$ cat src/rtl/dram_cycle_arbiter.sv
// Fast-RAM DRAM sequencer: shares the array between CPU accesses and CAS-before-RAS
// refresh, driving registered RAS/CAS/mux/OE strobes and the RAM acknowledge.
module dram_cycle_arbiter #(
  parameter int REFRESH_INTERVAL = 430,
  parameter int PRECHARGE_CYCLES = 2,
  parameter int REF_RAS_CYCLES   = 3,
  parameter int BACKLOG_MAX      = 3
) (
  input  logic       CLKCPU,
  input  logic       RESET,
  input  logic       AS20,
  input  logic       RW20,
  input  logic       RAM_SEL,
  input  logic       BANK,
  input  logic [3:0] LANE_EN,
  output logic [1:0] RAS,
  output logic [3:0] CAS,
  output logic       RAM_MUX,
  output logic       RAMOE,
  output logic       RAM_ACK,
  output logic       REF_BUSY,
  output logic       REF_OVERRUN
);

  localparam int TMR_W    = $clog2(REFRESH_INTERVAL + 1);
  localparam int CNT_MAXV = (PRECHARGE_CYCLES > REF_RAS_CYCLES) ? PRECHARGE_CYCLES : REF_RAS_CYCLES;
  localparam int CNT_W    = $clog2(CNT_MAXV + 1);
  localparam int BL_W     = $clog2(BACKLOG_MAX + 1);

  localparam logic [TMR_W-1:0] TMR_RELOAD = TMR_W'(REFRESH_INTERVAL - 1);
  localparam logic [TMR_W-1:0] TMR_ONE    = TMR_W'(1);
  localparam logic [CNT_W-1:0] PRE_LAST   = CNT_W'(PRECHARGE_CYCLES - 1);
  localparam logic [CNT_W-1:0] RAS_LAST   = CNT_W'(REF_RAS_CYCLES - 1);
  localparam logic [CNT_W-1:0] CNT_ONE    = CNT_W'(1);
  localparam logic [BL_W-1:0]  BL_MAX     = BL_W'(BACKLOG_MAX);
  localparam logic [BL_W-1:0]  BL_ONE     = BL_W'(1);

  localparam logic [2:0] S_IDLE    = 3'd0;
  localparam logic [2:0] S_ROW     = 3'd1;
  localparam logic [2:0] S_COL     = 3'd2;
  localparam logic [2:0] S_STROBE  = 3'd3;
  localparam logic [2:0] S_REF_CAS = 3'd4;
  localparam logic [2:0] S_REF_RAS = 3'd5;
  localparam logic [2:0] S_PRE     = 3'd6;

  logic [2:0]       r_state;
  logic [CNT_W-1:0] r_cnt;
  logic [TMR_W-1:0] r_timer;
  logic [BL_W-1:0]  r_backlog;
  logic             r_bank;
  logic [3:0]       r_lanes;
  logic             r_read;
  logic             r_refPre;
  logic [1:0]       r_ras;
  logic [3:0]       r_cas;
  logic             r_mux;
  logic             r_oe;
  logic             r_ack;
  logic             r_busy;
  logic             r_overrun;

  logic [2:0]       w_stateNext;
  logic [CNT_W-1:0] w_cntNext;
  logic             w_startCpu;
  logic             w_startRef;
  logic             w_tick;
  logic             w_full;
  logic [BL_W-1:0]  w_backlogNext;
  logic [1:0]       w_ras;
  logic [3:0]       w_cas;
  logic             w_mux;
  logic             w_oe;
  logic             w_ack;
  logic             w_busy;

  // Pending refresh always wins at idle; a running CPU cycle is only ever ended by AS20.
  always_comb begin
    w_stateNext = r_state;
    w_cntNext   = r_cnt;
    w_startCpu  = 1'b0;
    w_startRef  = 1'b0;
    case (r_state)
      S_IDLE: begin
        if (r_backlog != '0) begin
          w_stateNext = S_REF_CAS;
          w_startRef  = 1'b1;
        end else if (!AS20 && !RAM_SEL) begin
          w_stateNext = S_ROW;
          w_startCpu  = 1'b1;
        end
      end
      S_ROW, S_COL, S_STROBE: begin
        if (AS20) begin
          w_stateNext = S_PRE;
          w_cntNext   = PRE_LAST;
        end else if (r_state == S_ROW) begin
          w_stateNext = S_COL;
        end else begin
          w_stateNext = S_STROBE;
        end
      end
      S_REF_CAS: begin
        w_stateNext = S_REF_RAS;
        w_cntNext   = RAS_LAST;
      end
      S_REF_RAS: begin
        if (r_cnt == '0) begin
          w_stateNext = S_PRE;
          w_cntNext   = PRE_LAST;
        end else begin
          w_cntNext = r_cnt - CNT_ONE;
        end
      end
      S_PRE: begin
        if (r_cnt == '0) w_stateNext = S_IDLE;
        else             w_cntNext   = r_cnt - CNT_ONE;
      end
      default: w_stateNext = S_IDLE;
    endcase
  end

  assign w_tick = (r_timer == '0);
  assign w_full = (r_backlog == BL_MAX);

  always_comb begin
    w_backlogNext = r_backlog;
    if (w_tick && !w_full) w_backlogNext = w_backlogNext + BL_ONE;
    if (w_startRef)        w_backlogNext = w_backlogNext - BL_ONE;
  end

  // Strobes are decoded from the state being left, so each output lags its state by one edge.
  always_comb begin
    w_ras  = 2'b11;
    w_cas  = 4'b1111;
    w_mux  = 1'b1;
    w_oe   = 1'b1;
    w_ack  = 1'b1;
    w_busy = 1'b0;
    case (r_state)
      S_ROW: w_ras[r_bank] = 1'b0;
      S_COL: begin
        w_ras[r_bank] = 1'b0;
        w_mux         = 1'b0;
      end
      S_STROBE: begin
        w_ras[r_bank] = 1'b0;
        w_mux         = 1'b0;
        w_cas         = ~r_lanes;
        w_ack         = 1'b0;
        w_oe          = ~r_read;
      end
      S_REF_CAS: begin
        w_cas  = 4'b0000;
        w_busy = 1'b1;
      end
      S_REF_RAS: begin
        w_ras  = 2'b00;
        w_cas  = 4'b0000;
        w_busy = 1'b1;
      end
      S_PRE:   w_busy = r_refPre;
      default: w_busy = 1'b0;
    endcase
  end

  always_ff @(posedge CLKCPU or negedge RESET) begin
    if (!RESET) begin
      r_state   <= S_IDLE;
      r_cnt     <= '0;
      r_timer   <= TMR_RELOAD;
      r_backlog <= '0;
      r_bank    <= 1'b0;
      r_lanes   <= 4'b0000;
      r_read    <= 1'b1;
      r_refPre  <= 1'b0;
      r_ras     <= 2'b11;
      r_cas     <= 4'b1111;
      r_mux     <= 1'b1;
      r_oe      <= 1'b1;
      r_ack     <= 1'b1;
      r_busy    <= 1'b0;
      r_overrun <= 1'b0;
    end else begin
      r_state   <= w_stateNext;
      r_cnt     <= w_cntNext;
      r_timer   <= w_tick ? TMR_RELOAD : (r_timer - TMR_ONE);
      r_backlog <= w_backlogNext;
      r_overrun <= r_overrun | (w_tick && w_full);
      if (w_startCpu) begin
        r_bank  <= BANK;
        r_lanes <= LANE_EN;
        r_read  <= RW20;
      end
      if (r_state != S_PRE) r_refPre <= (r_state == S_REF_RAS);
      r_ras  <= w_ras;
      r_cas  <= w_cas;
      r_mux  <= w_mux;
      r_oe   <= w_oe;
      r_ack  <= w_ack;
      r_busy <= w_busy;
    end
  end

  assign RAS         = r_ras;
  assign CAS         = r_cas;
  assign RAM_MUX     = r_mux;
  assign RAMOE       = r_oe;
  assign RAM_ACK     = r_ack;
  assign REF_BUSY    = r_busy;
  assign REF_OVERRUN = r_overrun;

endmodule

$ cat config.mk
export PLATFORM = sky130hd
export DESIGN_NAME = dram_cycle_arbiter
export DESIGN_NICKNAME = d
export VERILOG_FILES = /design/src/rtl/dram_cycle_arbiter.sv
export SDC_FILE = /design/constraint.sdc
export NUM_CORES = 1
export LEC_CHECK = 0
export ABC_AREA = 1
export CAP_MARGIN = 20
export CORE_AREA = 2 2 54 76
export DETAILED_ROUTE_END_ITERATION = 8
export DIE_AREA = 0 0 56 78
export GPL_ROUTABILITY_DRIVEN = 0
export PLACE_DENSITY = 0.66
export SLEW_MARGIN = 20
export SYNTH_ARGS = -nofsm -noshare
export SYNTH_HDL_FRONTEND = slang
export SYNTH_SLANG_ARGS = --single-unit
$ cat constraint.sdc
create_clock -name CLKCPU -period 1.5 [get_ports CLKCPU]
set_clock_uncertainty 0.2 [all_clocks]
set_input_delay 0.3 -clock CLKCPU [delete_from_list [all_inputs] [get_ports CLKCPU]]
set_output_delay 0.3 -clock CLKCPU [all_outputs]
set_load 0.005 [all_outputs]
# Word-level counts from Yosys, hierarchy flattened
# Index checks and enable logic that the tools add are counted.
# W data, S select, Z words.
dict set report classes {
  add_sub_neg 4
  n_lt_le_gt_ge 2
  eq_ne 13
  mux 27
  bitwise_logic 4
  n_reduce_logical 17
}
# operator n
set ops {}
lappend ops {{$mux W3} 5}
lappend ops {{$pmux W3 S5} 1}
lappend ops {{$mux W1} 10}
lappend ops {{$mux W2} 5}
lappend ops {{$eq A3 B3 Y1 const B} 3}
lappend ops {{$logic_not A9 Y1} 1}
lappend ops {{$mux W9} 1}
lappend ops {{$sub A9 B1 Y9 const B} 1}
lappend ops {{$pmux W2 S4} 1}
lappend ops {{$pmux W4 S2} 1}
lappend ops {{$eq A3 B2 Y1 const B} 2}
lappend ops {{$ne A2 B2 Y1 const B} 3}
lappend ops {{$ne A3 B3 Y1 const B} 2}
lappend ops {{$reduce_and A3 Y1} 2}
lappend ops {{$logic_and A1 B1 Y1} 4}
lappend ops {{$not A4 Y4} 1}
lappend ops {{$pmux W2 S2} 1}
lappend ops {{$reduce_bool A4 Y1} 1}
lappend ops {{$reduce_or A2 Y1} 2}
lappend ops {{$sub A2 B1 Y2 const B} 2}
lappend ops {{$eq A3 B1 Y1 const B} 1}
lappend ops {{$logic_not A1 Y1} 3}
lappend ops {{$logic_not A3 Y1} 1}
lappend ops {{$reduce_or A3 Y1} 1}
lappend ops {{12 further kinds} 12}
dict set report totals {
  ff_bits 34
  inputBits 10
  elab_cells 82
}

# Logic depth before layout (Yosys ltp)
# Gate-level depths: netlist (run 1).
dict set report logic_depth {
  depth_word 6
  mapped_depth 10
  ltp_nobuf 10
}

# Least setup slack after synthesis (run 1)
# Ideal clock, no wire load.
dict set report synth_path {
  kind {register to register}
  from {register r_timer[0]}
  to {register r_backlog[1]}
  setup_ns 0.117
  t_arrival_ns 1.247
  t_required_ns 1.183
  slack_ns -0.064
  stages_incl_launch_ff 11
  path_buffers 0
  synth_period_minus_slack_ns 1.564
  path_cell_list {dfstp_2 inv_1 ha_1 nand2_2 nor2_4 nand3_2 nand2_2 nand2_2 inv_2 nand2_1 nand2_1}
}
dict set report synth_between {
  elab_chain_cells 5
}
# element line_no
set synth_lines {}
lappend synth_lines {{start: declaration} 48} ;# logic [TMR_W-1:0] r_timer;
lappend synth_lines {{start signal: assignment} 186} ;# r_timer <= w_tick ? TMR_RELOAD : (r_timer - TMR_ONE);
lappend synth_lines {{$logic_not A9 Y1 *} 122} ;# assign w_tick = (r_timer == '0);
lappend synth_lines {{$logic_and A1 B1 Y1 *} 127} ;# if (w_tick && !w_full) w_backlogNext = w_backlogNext + BL_ONE;
lappend synth_lines {{$mux W2 *} 127}
lappend synth_lines {{$sub A2 B1 Y2} 128} ;# if (w_startRef) w_backlogNext = w_backlogNext - BL_ONE;
lappend synth_lines {{$mux W2 *} 128}
lappend synth_lines {{named net w_backlogNext[1]} 68} ;# logic [BL_W-1:0] w_backlogNext;
lappend synth_lines {{end signal: assignment} 187} ;# r_backlog <= w_backlogNext;
lappend synth_lines {{end: declaration} 49} ;# logic [BL_W-1:0] r_backlog;
# The timed path passes the listed nets; every way through them passes the cells marked *.
# A chain may end at the register's enable or synchronous reset.

# Worst setup path after layout (run 1)
dict set report layout_path {
  from {register r_state[0]}
  to {register r_lanes[3]}
}
dict set report layout_between {
  elab_chain_cells 2
}
# element line_no
set layout_lines {}
lappend layout_lines {{start: declaration} 46} ;# logic [2:0] r_state;
lappend layout_lines {{start signal: assignment} 184} ;# r_state <= w_stateNext;
lappend layout_lines {{$logic_not A3 Y1} 82} ;# case (r_state)
lappend layout_lines {{$mux W1} 82}
lappend layout_lines {{end signal: assignment} 173} ;# r_lanes <= 4'b0000;
lappend layout_lines {{end signal: assignment} 191} ;# r_lanes <= LANE_EN;
lappend layout_lines {{end: declaration} 51} ;# logic [3:0] r_lanes;
# Every way passes these cells.

==> results of run 1 <==
-- registers in the layout (all words and copies together), names as in the netlist --
| register | count |
|---|---|
| r_timer | 9 |
| CAS | 4 |
| r_lanes | 4 |
| r_state | 3 |
| RAS | 2 |
| r_backlog | 2 |
| r_cnt | 2 |
| RAMOE | 1 |
| RAM_ACK | 1 |
| RAM_MUX | 1 |
| REF_BUSY | 1 |
| REF_OVERRUN | 1 |
| r_bank | 1 |
| r_read | 1 |
| r_refPre | 1 |
-- critical path, stage by stage (launching register included) --
cell and delay [ps]:
dfrtp_2 440, nor2_4 250, nand4_4 220, mux2_4 350
-- through the flow --
stage | setup WS, ps | area [µm²] | util, % | std cells
global placement | -274 | 1940 | 53.4 | 237
detailed placement | -306 | 1940 | 53.4 | 237
CTS | -64.2 | 2080 | 57.0 | 247
floorplan | 5.83 | 1590 | - | 163
global route | -164 | 2270 | 62.3 | 255
finish | -82.1 | 2270 | 62.3 | 255
-- cell type report --
class,instances,area [µm²]
multi-input cells,103,810
clock buffers,8,90.1
repair buffers,42,345
fillers,293,1370
flip-flops and latches,34,873
inverters,26,100
well taps,42,52.6
-- cell families after synthesis --
logic type | after synthesis
multiplexers | 6
XOR/XNOR | 2
flip-flops | 34
AO/OA/AOI/OAI | 28
buffers and inverters | 26
AND/OR/NAND/NOR | 62
adder cells (fa/ha/maj) | 5
-- final timing paths --
kind / startpoint / end / slack (ps) / cells past startpoint
worst max-delay path: r_state[0]$_DFFE_PN0P_ / r_lanes[3]$_DFFE_PN0P_ / -80 / 3
worst min-delay path: RESET / r_cnt[1]$_DFFE_PN0P_ / 180 / 2
worst max register to register: r_state[0]$_DFFE_PN0P_ / r_lanes[3]$_DFFE_PN0P_ / -80 / 3
worst min register to register: r_lanes[3]$_DFFE_PN0P_ / CAS[3]$_DFF_PN1_ / 250 / 1
max in group asynchronous: RESET / RAMOE$_DFF_PN1_ / 660 / 2
min in group CLKCPU: r_lanes[3]$_DFFE_PN0P_ / CAS[3]$_DFF_PN1_ / 250 / 1
-- what timing repair did --
item,4_1_cts,5_1_grt
pin swaps,10,20
setup buffers,2,8
gates resized for setup,44,56
endpoints found under the setup margin,26,29
-- cells in the final DEF, fill, tap and decap left out, drive strengths merged, types with 4 or more instances in the layout --
cell type	n
a21oi	5
buf	27
clkbuf	12
clkdlybuf4s50	9
dfrtp	18
dfstp	16
ha	5
inv	26
mux2	6
nand2	32
nand3	7
nand4	4
nor2	17
o21ai	17
-- per-layer routing --
| metal | GRT usage, % | vias up |
|---|---|---|
| li1 | - | 630 |
| met1 | 18.9 | 661 |
| met2 | 28.2 | 27 |
| met3 | 5.50 | 8 |
| met4 | 8.57 | 0 |
| met5 | 0 | - |
-- power groups by stage --
stage               registers [mW]  clock network, mW  logic (mW)
finish                        1.41              0.688        1.39
detailed placement            1.42                  0        1.04
global route                  1.44              0.753        1.51
floorplan                     1.40                  0       0.580
CTS                           1.40              0.707       0.975
global placement              1.40                  0        1.01
==> results.txt, run 1 <==
Final setup viols = 12
Syn Nets = 178
met2 WL = 1.93 mm
largest family of logic cells by synthesized area = simple AND/OR/NAND/NOR gates
Worst-path clk slew = 70 ps
RSZ-0062 raised after global routing = true
Initial Util = 43.4%
pin count of the biggest net entering global routing = 35
xor and xnor fraction of the mapped netlist area = 1.11%
Netlist cell types = 30
Total Power = 3.49 mW
top cell type's share of synthesized area = 28.5%
final worst path period need = 1580 ps
drt total wl = 3.61 mm
Area Growth Syn to Fin = 43.6%
Die Wd = 56 µm
Ant. Diodes = 0
Critical Path AT = 1540 ps
register area share after synthesis = 55.1%
proportion of layout cells with a drive suffix above 1 = 55.4%
Synth Register Bits = 34
Async S/R FF share, synth = 100%
combinational share of power = 39.7%
Row Count = 26
fin nets = 227
Clock power frac = 19.7%
most frequent cells after synthesis = nand2_1, inv_1, dfrtp_1, dfstp_2, o21ai_0
Critical Path RT = 1460 ps
failing checks = negative setup slack
max-slew violations = 0
vias in the first global route = 1320
max layer used = met4
TritonCTS clock tree = built
EDFF count, synth = 0
initial antenna violation count = 0
Worst VDD drop = 0.00129 V
Max Fclk = 632 MHz
CORE AREA = 0.00364 mm²
post-synthesis compound-gate area fraction = 9.89%
drt wl/cell = 14.1 µm
Final Hold Viols = 0
worst rel slew slack = 82.9%
Post-Synth Adder-Cell Area = 3.96%
depth of the CTS H-tree = 2
min-delay worst type = input pin to async pin
cts hold-fix bufs = 0
Power Internal = 2.28 mW
I/O pin count = 21
die height = 78 µm
most common cell in the synthesized netlist = nand2_1
Routed Antenna Nets = 0
Final Cycle Share = 105%
met1 wire length = 1.48 mm
DIE AREA = 0.00437 mm²
dominant cells by area after synthesis = dfrtp_1, dfstp_2, nand2_1
WS Path Type = flop to flop
Net Switching = 1.21 mW
clk buf depth = 2
Synth area leader = dfrtp_1
final worst setup slack = -82.1 ps
CP Launch Type = flop
pwr/cell area = 1540 mW/mm²
I/O Buffers = 20
switching share of power = 34.7%
Max Cap Viol = 0
GR Util All Layers = 16.8%
post-DP HPWL = 2.30 mm
clock sinks = 34
Reg power frac = 40.5%
syn_area_per_cell = 9.70 µm²
Via density = 5.20
crit end category = flop
post-synthesis mux area share = 4.27%
vias post-DR = 1326
WHS = 182 ps
Simple-Gate Fraction of Synth Area = 19.5%
post-route setup TNS = -437 ps
first drt pass iteration count = 6
top_reg_cell synth = dfrtp_1
total grt overflow = 0
first-pass GRT wire length = 5.69 mm
clock tree root buffer cell = clkbuf_8
Pleak = 1.04 nW
DRC viols = 0
Mapped Area = 0.00158 mm²
Least-Margin Pin Slew = 256 ps
metal3 WL = 134 µm
later-pin clock latency in the skew report = 280 ps
outcome = finished with violations
Max FO, Critical Path = 6
YS warnings = 0
Iter 0 DRT Violations = 54
CTS buffer count = 5
Syn Inst Count = 163
Note: power is estimated with default switching activity, not from simulation.
==> inputs of run 2 (changes only) <==
--- a/config.mk
+++ b/config.mk
@@ -7,11 +7,13 @@
 export LEC_CHECK = 0
 export ABC_AREA = 1
 export CAP_MARGIN = 20
-export CORE_AREA = 2 2 54 76
+export CELL_PAD_IN_SITES_DETAIL_PLACEMENT = 0
+export CELL_PAD_IN_SITES_GLOBAL_PLACEMENT = 1
+export CORE_AREA = 2 2 59 83
 export DETAILED_ROUTE_END_ITERATION = 8
-export DIE_AREA = 0 0 56 78
+export DIE_AREA = 0 0 61 85
 export GPL_ROUTABILITY_DRIVEN = 0
-export PLACE_DENSITY = 0.66
+export PLACE_DENSITY = 0.7
 export SLEW_MARGIN = 20
 export SYNTH_ARGS = -nofsm -noshare
 export SYNTH_HDL_FRONTEND = slang
==> results.txt, run 2 (synthesis gave the netlist of run 1 again) <==
outcome = finished with violations (unchanged)
failing checks = negative setup slack (unchanged)
RSZ-0062 raised after global routing = true (unchanged)
TritonCTS clock tree = built (unchanged)
R2R Path Start = r_timer[1]$_DFF_PN0_ (was r_state[0]$_DFFE_PN0P_)
CP Launch Type = flop (unchanged)
Routed Antenna Nets = 0 (unchanged)
first drt pass iteration count = 4 (was 6)
Die Wd = 61 µm (was 56 µm)
vias in the first global route = 1404 (was 1320)
I/O pin count = 21 (unchanged)
FF+latch area = 873 µm² (unchanged)
clock sinks = 34 (unchanged)
Max FO, Critical Path = 5 (was 6)
DIE AREA = 0.00519 mm² (was 0.00437 mm²)
clock tree root buffer cell = clkbuf_8 (unchanged)
Ant. Diodes = 0 (unchanged)
depth of the CTS H-tree = 2 (unchanged)
final worst setup slack = -34.2 ps (was -82.1 ps)
CORE AREA = 0.00446 mm² (was 0.00364 mm²)
flop2flop setup slack = -30 ps (was -80 ps)
drt total wl = 3.50 mm (was 3.61 mm)
Via density = 4.62 (was 5.20)
total grt overflow = 0 (unchanged)
CTS buffer count = 5 (unchanged)
WHS = 179 ps (was 182 ps)
WS Path Type = flop to flop (unchanged)
cell count of the worst reg-to-reg path = 9 (was 3)
fin nets = 226 (was 227)
Area Growth Syn to Fin = 37.9% (was 43.6%)
combinational share of power = 34.2% (was 39.7%)
initial antenna violation count = 0 (unchanged)
later-pin clock latency in the skew report = 290 ps (was 280 ps)
drt wl/cell = 12.8 µm (was 14.1 µm)
Initial Util = 35.4% (was 43.4%)
pin count of the biggest net entering global routing = 35 (unchanged)
pwr/cell area = 1480 mW/mm² (was 1540 mW/mm²)
Max Cap Viol = 0 (unchanged)
max FFs per register = 9 (unchanged)
most common cell after layout, fill and taps aside = nand2_1 (was buf_4)
Pleak = 1.00 nW (was 1.04 nW)
proportion of layout cells with a drive suffix above 1 = 43.4% (was 55.4%)
Least-Margin Pin Slew = 234 ps (was 256 ps)
Worst VDD drop = 0.000924 V (was 0.00129 V)
largest reg by FF count = r_timer (unchanged)
GR Util All Layers = 15.5% (was 16.8%)
clk buf depth = 2 (unchanged)
Final Hold Viols = 0 (unchanged)
Reg power frac = 43.7% (was 40.5%)
Net Switching = 1.11 mW (was 1.21 mW)
Worst-path clk slew = 70 ps (about the same)
first-pass GRT wire length = 6.00 mm (was 5.69 mm)
switching share of power = 34.4% (was 34.7%)
die height = 85 µm (was 78 µm)
DRC viols = 0 (unchanged)
Final Cycle Share = 102% (was 105%)
Row Count = 29 (was 26)
vias post-DR = 1266 (was 1326)
Power Internal = 2.11 mW (was 2.28 mW)
area of the multi-input gates = 707 µm² (was 810 µm²)
crit end category = flop (unchanged)
max-slew violations = 0 (unchanged)
min-delay worst type = input pin to async pin (unchanged)
I/O Buffers = 20 (unchanged)
most frequent cells in the layout = nand2_1, buf_4, inv_1 (was buf_4, dfstp_2, dfrtp_1, nand2_1, nand2_2)
Final setup viols = 5 (was 12)
FILL cells = 431 (was 293)
worst rel slew slack = 84.3% (was 82.9%)
post-DP HPWL = 2.62 mm (was 2.30 mm)
Iter 0 DRT Violations = 55 (was 54)
worst slack, placed = -322 ps (was -306 ps)
reg2reg end = r_backlog[1]$_DFF_PN0_ (was r_lanes[3]$_DFFE_PN0P_)
Critical Path AT = 1510 ps (was 1540 ps)
Critical Path RT = 1480 ps (was 1460 ps)
Max Fclk = 652 MHz (was 632 MHz)
Clock power frac = 22.1% (was 19.7%)
final worst path period need = 1530 ps (was 1580 ps)
run 2: how the worst max path moves through the flow:
stage / slack, ps / from / cells past startpoint / to
final: -30 / r_timer[1]$_DFF_PN0_ / 9 / r_backlog[1]$_DFF_PN0_
after global routing: -150 / r_timer[1]$_DFF_PN0_ / 9 / r_backlog[1]$_DFF_PN0_
after CTS: -30 / r_state[1]$_DFFE_PN0P_ / 6 / r_backlog[1]$_DFF_PN0_
after detailed placement: -320 / AS20 / 4 / r_lanes[0]$_DFFE_PN0P_
after global placement: -280 / AS20 / 4 / r_lanes[0]$_DFFE_PN0P_
after floorplan: 6 / r_backlog[0]$_DFF_PN0_ / 4 / r_lanes[0]$_DFFE_PN0P_
run 2: worst max-delay path: stages (launching register included):
cell and delay, ps:
dfrtp_1 390, inv_2 70, ha_4 140, nand2_4 60, nor2_4 180, nand3_4 120, nand2_2 90, nand3_2 70
nand2_1 70, nand2_1 40
run 2: power groups by stage:
| stage | logic (mW) | clock network (mW) | registers [mW] |
|---|---|---|---|
| after floorplan | 0.580 | 0 | 1.40 |
| after global placement | 1.05 | 0 | 1.41 |
| after detailed placement | 1.09 | 0 | 1.42 |
| after CTS | 1.01 | 0.728 | 1.40 |
| after global routing | 1.24 | 0.792 | 1.44 |
| final | 1.10 | 0.712 | 1.41 |
run 2: routing by layer:
metal  vias to the layer above  part of all wire (%)  track usage, %  wire length, µm
met3                         5                   3.7            4.57              130
li1                        630                     -               -                -
met5                         -                     0               0                0
met4                         0                   1.7            5.73               59
met1                       614                    36            15.7             1270
met2                        17                    58            28.6             2040
run 2: area by class of cell:
cell class | instances | area share (%)
Sequential cell | 34 | 40.0
Multi-Input combinational cell | 103 | 32.4
Timing Repair Buffer | 41 | 15.0
Inverter | 26 | 4.65
Clock buffer | 6 | 3.79
Tap cell | 62 | 3.56
Clock inverter | 2 | 0.574
run 2: through the flow:
stage	instances	instance area, µm²	power [mW]	setup TNS [ps]	utilization, %
floorplan	163	1590	1.98	0	-
global placement	260	1990	2.46	-1930	44.6
detailed placement	260	1990	2.50	-2380	44.6
CTS	269	2090	3.14	-52.1	46.8
global route	274	2180	3.47	-1550	48.9
finish	274	2180	3.22	-72.3	48.9
run 2: timing repair:
action	4_1_cts	5_1_grt
setup endpoints to repair	25	25
gates cloned	0	0
hold buffers	0	0
pin swaps	3	11
buffers inserted	1	5
gates resized for setup	48	21
==> inputs of run 3 (changes only) <==
--- a/config.mk
+++ b/config.mk
@@ -9,11 +9,12 @@
 export CAP_MARGIN = 20
 export CELL_PAD_IN_SITES_DETAIL_PLACEMENT = 0
 export CELL_PAD_IN_SITES_GLOBAL_PLACEMENT = 1
-export CORE_AREA = 2 2 59 83
+export CORE_AREA = 2 2 72 68
 export DETAILED_ROUTE_END_ITERATION = 8
-export DIE_AREA = 0 0 61 85
+export DIE_AREA = 0 0 74 70
 export GPL_ROUTABILITY_DRIVEN = 0
-export PLACE_DENSITY = 0.7
+export PLACE_DENSITY = 0.71
+export SKIP_CTS_REPAIR_TIMING = 1
 export SLEW_MARGIN = 20
 export SYNTH_ARGS = -nofsm -noshare
 export SYNTH_HDL_FRONTEND = slang
==> results.txt, run 3 (synthesis gave the netlist of run 1 again) <==
Max FO, Critical Path = 5 (unchanged)
Reg power frac = 40.6% (was 43.7%)
drt wl/cell = 13.3 µm (was 12.8 µm)
post-route setup TNS = -201 ps (was -72.3 ps)
depth of the CTS H-tree = 2 (unchanged)
worst slack, placed = -310 ps (was -322 ps)
Row Count = 24 (was 29)
total grt overflow = 0 (unchanged)
Final Instance Area = 0.00236 mm² (was 0.00218 mm²)
outcome = finished with violations (unchanged)
post-DP HPWL = 2.55 mm (was 2.62 mm)
max layer used = met4 (unchanged)
CP cell instances = inv_2 > ha_4 > nand2_4 > nor2_4 > nand3_4 > nand2_2 > nand2_2 > inv_2 > nand2_1 > nand2_1 (was inv_2 > ha_4 > nand2_4 > nor2_4 > nand3_4 > nand2_2 > nand3_2 > nand2_1 > nand2_1)
vias in the first global route = 1350 (was 1404)
die height = 70 µm (was 85 µm)
Iter 0 DRT Violations = 61 (was 55)
DIE AREA = 0.00518 mm² (was 0.00519 mm²)
pin count of the biggest net entering global routing = 35 (unchanged)
clock sinks = 34 (unchanged)
most common cell after layout, fill and taps aside = buf_4 (was nand2_1)
later-pin clock latency in the skew report = 280 ps (was 290 ps)
vias post-DR = 1315 (was 1266)
slowest CP cell = dfstp_2 (was dfrtp_1)
clock tree root buffer cell = clkbuf_8 (unchanged)
pwr/cell area = 1470 mW/mm² (was 1480 mW/mm²)
R2R Path Start = r_timer[0]$_DFF_PN1_ (was r_timer[1]$_DFF_PN0_)
Area Growth Syn to Fin = 49.1% (was 37.9%)
max FFs per register = 9 (unchanged)
RSZ-0062 raised after global routing = true (unchanged)
first drt pass iteration count = 4 (unchanged)
Die Wd = 74 µm (was 61 µm)
Worst-path clk slew = 70 ps (about the same)
Clock power frac = 18.5% (was 22.1%)
Ant. Diodes = 0 (unchanged)
crit end category = flop (unchanged)
Final setup viols = 6 (was 5)
proportion of layout cells with a drive suffix above 1 = 46.8% (was 43.4%)
final worst path period need = 1560 ps (was 1530 ps)
failing checks = negative setup slack (unchanged)
DRC viols = 0 (unchanged)
combinational share of power = 40.9% (was 34.2%)
area of the multi-input gates = 773 µm² (was 707 µm²)
Max Cap Viol = 0 (unchanged)
Routed Antenna Nets = 0 (unchanged)
largest reg by FF count = r_timer (unchanged)
Net Switching = 1.18 mW (was 1.11 mW)
FILL cells = 419 (was 431)
FF+latch area = 875 µm² (was 873 µm²)
most frequent cells in the layout = buf_4, nand2_1, dfstp_2 (was nand2_1, buf_4, inv_1)
met2 WL = 2.05 mm (was 2.04 mm)
Crit path buffers/inverters = 2 (was 1)
WS Path Type = flop to flop (unchanged)
# placed instances = 266 (was 260)
Critical Path RT = 1480 ps (about the same)
max-slew violations = 0 (unchanged)
origin of the worst setup path = r_timer[0]$_DFF_PN1_ (was r_timer[1]$_DFF_PN0_)
clk buf depth = 2 (unchanged)
Largest stage delay, worst path = 530 ps (was 390 ps)
fin nets = 230 (was 226)
metal3 WL = 108 µm (was 130 µm)
I/O Buffers = 20 (unchanged)
Power Internal = 2.28 mW (was 2.11 mW)
initial antenna violation count = 0 (unchanged)
drt total wl = 3.74 mm (was 3.50 mm)
Least-Margin Pin Slew = 261 ps (was 234 ps)
first-pass GRT wire length = 6.03 mm (was 6.00 mm)
Max Fclk = 642 MHz (was 652 MHz)
final worst setup slack = -57.7 ps (was -34.2 ps)
non-filler cells, final = 281 (was 274)
utilization after layout = 52.0% (was 48.9%)
met1 wire length = 1.53 mm (was 1.27 mm)
CORE AREA = 0.00453 mm² (was 0.00446 mm²)
min-delay worst type = input pin to async pin (unchanged)
worst rel slew slack = 82.5% (was 84.3%)
Initial Util = 34.9% (was 35.4%)
Via density = 4.68 (was 4.62)
Critical Path AT = 1530 ps (was 1510 ps)
dpl cell area = 0.00202 mm² (was 0.00199 mm²)
GR Util All Layers = 15.2% (was 15.5%)
Final Hold Viols = 0 (unchanged)
Worst VDD drop = 0.000900 V (was 0.000924 V)
CP top delay family = flip-flops (was simple AND/OR/NAND/NOR gates)
CTS buffer count = 5 (unchanged)
Final Cycle Share = 104% (was 102%)
I/O pin count = 21 (unchanged)
switching share of power = 34.2% (was 34.4%)
TritonCTS clock tree = built (unchanged)
Pleak = 1.14 nW (was 1.00 nW)
CP Launch Type = flop (unchanged)
==> run 3: cell count changes in the layout (fill, tap and decap cells not counted), moves of 4 or more <==
cell and change:
dlymetal6s2s_1 +11, buf_2 -8, nand2_1 -6, inv_1 -5, inv_2 +5, nand2_2 +5
buf_6 +4
==> run 3: final cells by class <==
class / count / share of cell area (%)
inverters: 26 / 4.35
well taps: 65 / 3.45
clock buffers: 8 / 3.40
repair buffers: 45 / 18.9
flip-flops and latches: 34 / 37.1
multi-input cells: 103 / 32.8
==> run 3: worst paths after layout <==
path,to,slack [ps],cells after the start
worst max register to register,r_backlog[1]$_DFF_PN0_,-60,10
worst min register to register,CAS[3]$_DFF_PN1_,240,1
min in group CLKCPU,CAS[3]$_DFF_PN1_,240,1
max in group asynchronous,CAS[3]$_DFF_PN1_,660,2
worst max-delay path,r_backlog[1]$_DFF_PN0_,-60,10
worst min-delay path,r_state[2]$_DFFE_PN0P_,200,2
==> run 3: metal layers <==
layer / vias to the layer above / GRT usage, %
met2: 13 / 25.3
met4: 0 / 6.26
met3: 7 / 3.90
li1: 632 / -
met5: - / 0
met1: 663 / 18.5
==> run 3: power by group through the flow <==
| stage | combinational [mW] | sequential (mW) | clock, mW |
|---|---|---|---|
| 5_1_grt | 1.55 | 1.44 | 0.707 |
| 3_3_place_gp | 1.07 | 1.40 | 0 |
| 2_1_floorplan | 0.580 | 1.40 | 0 |
| 3_5_place_dp | 1.10 | 1.42 | 0 |
| 6_report | 1.42 | 1.41 | 0.640 |
| 4_1_cts | 1.10 | 1.40 | 0.654 |
==> run 3: through the flow <==
step	total power [mW]	hold slack (ps)
3_5_place_dp	2.51	227
2_1_floorplan	1.98	-196
5_1_grt	3.70	212
6_report	3.46	201
3_3_place_gp	2.47	227
4_1_cts	3.16	194
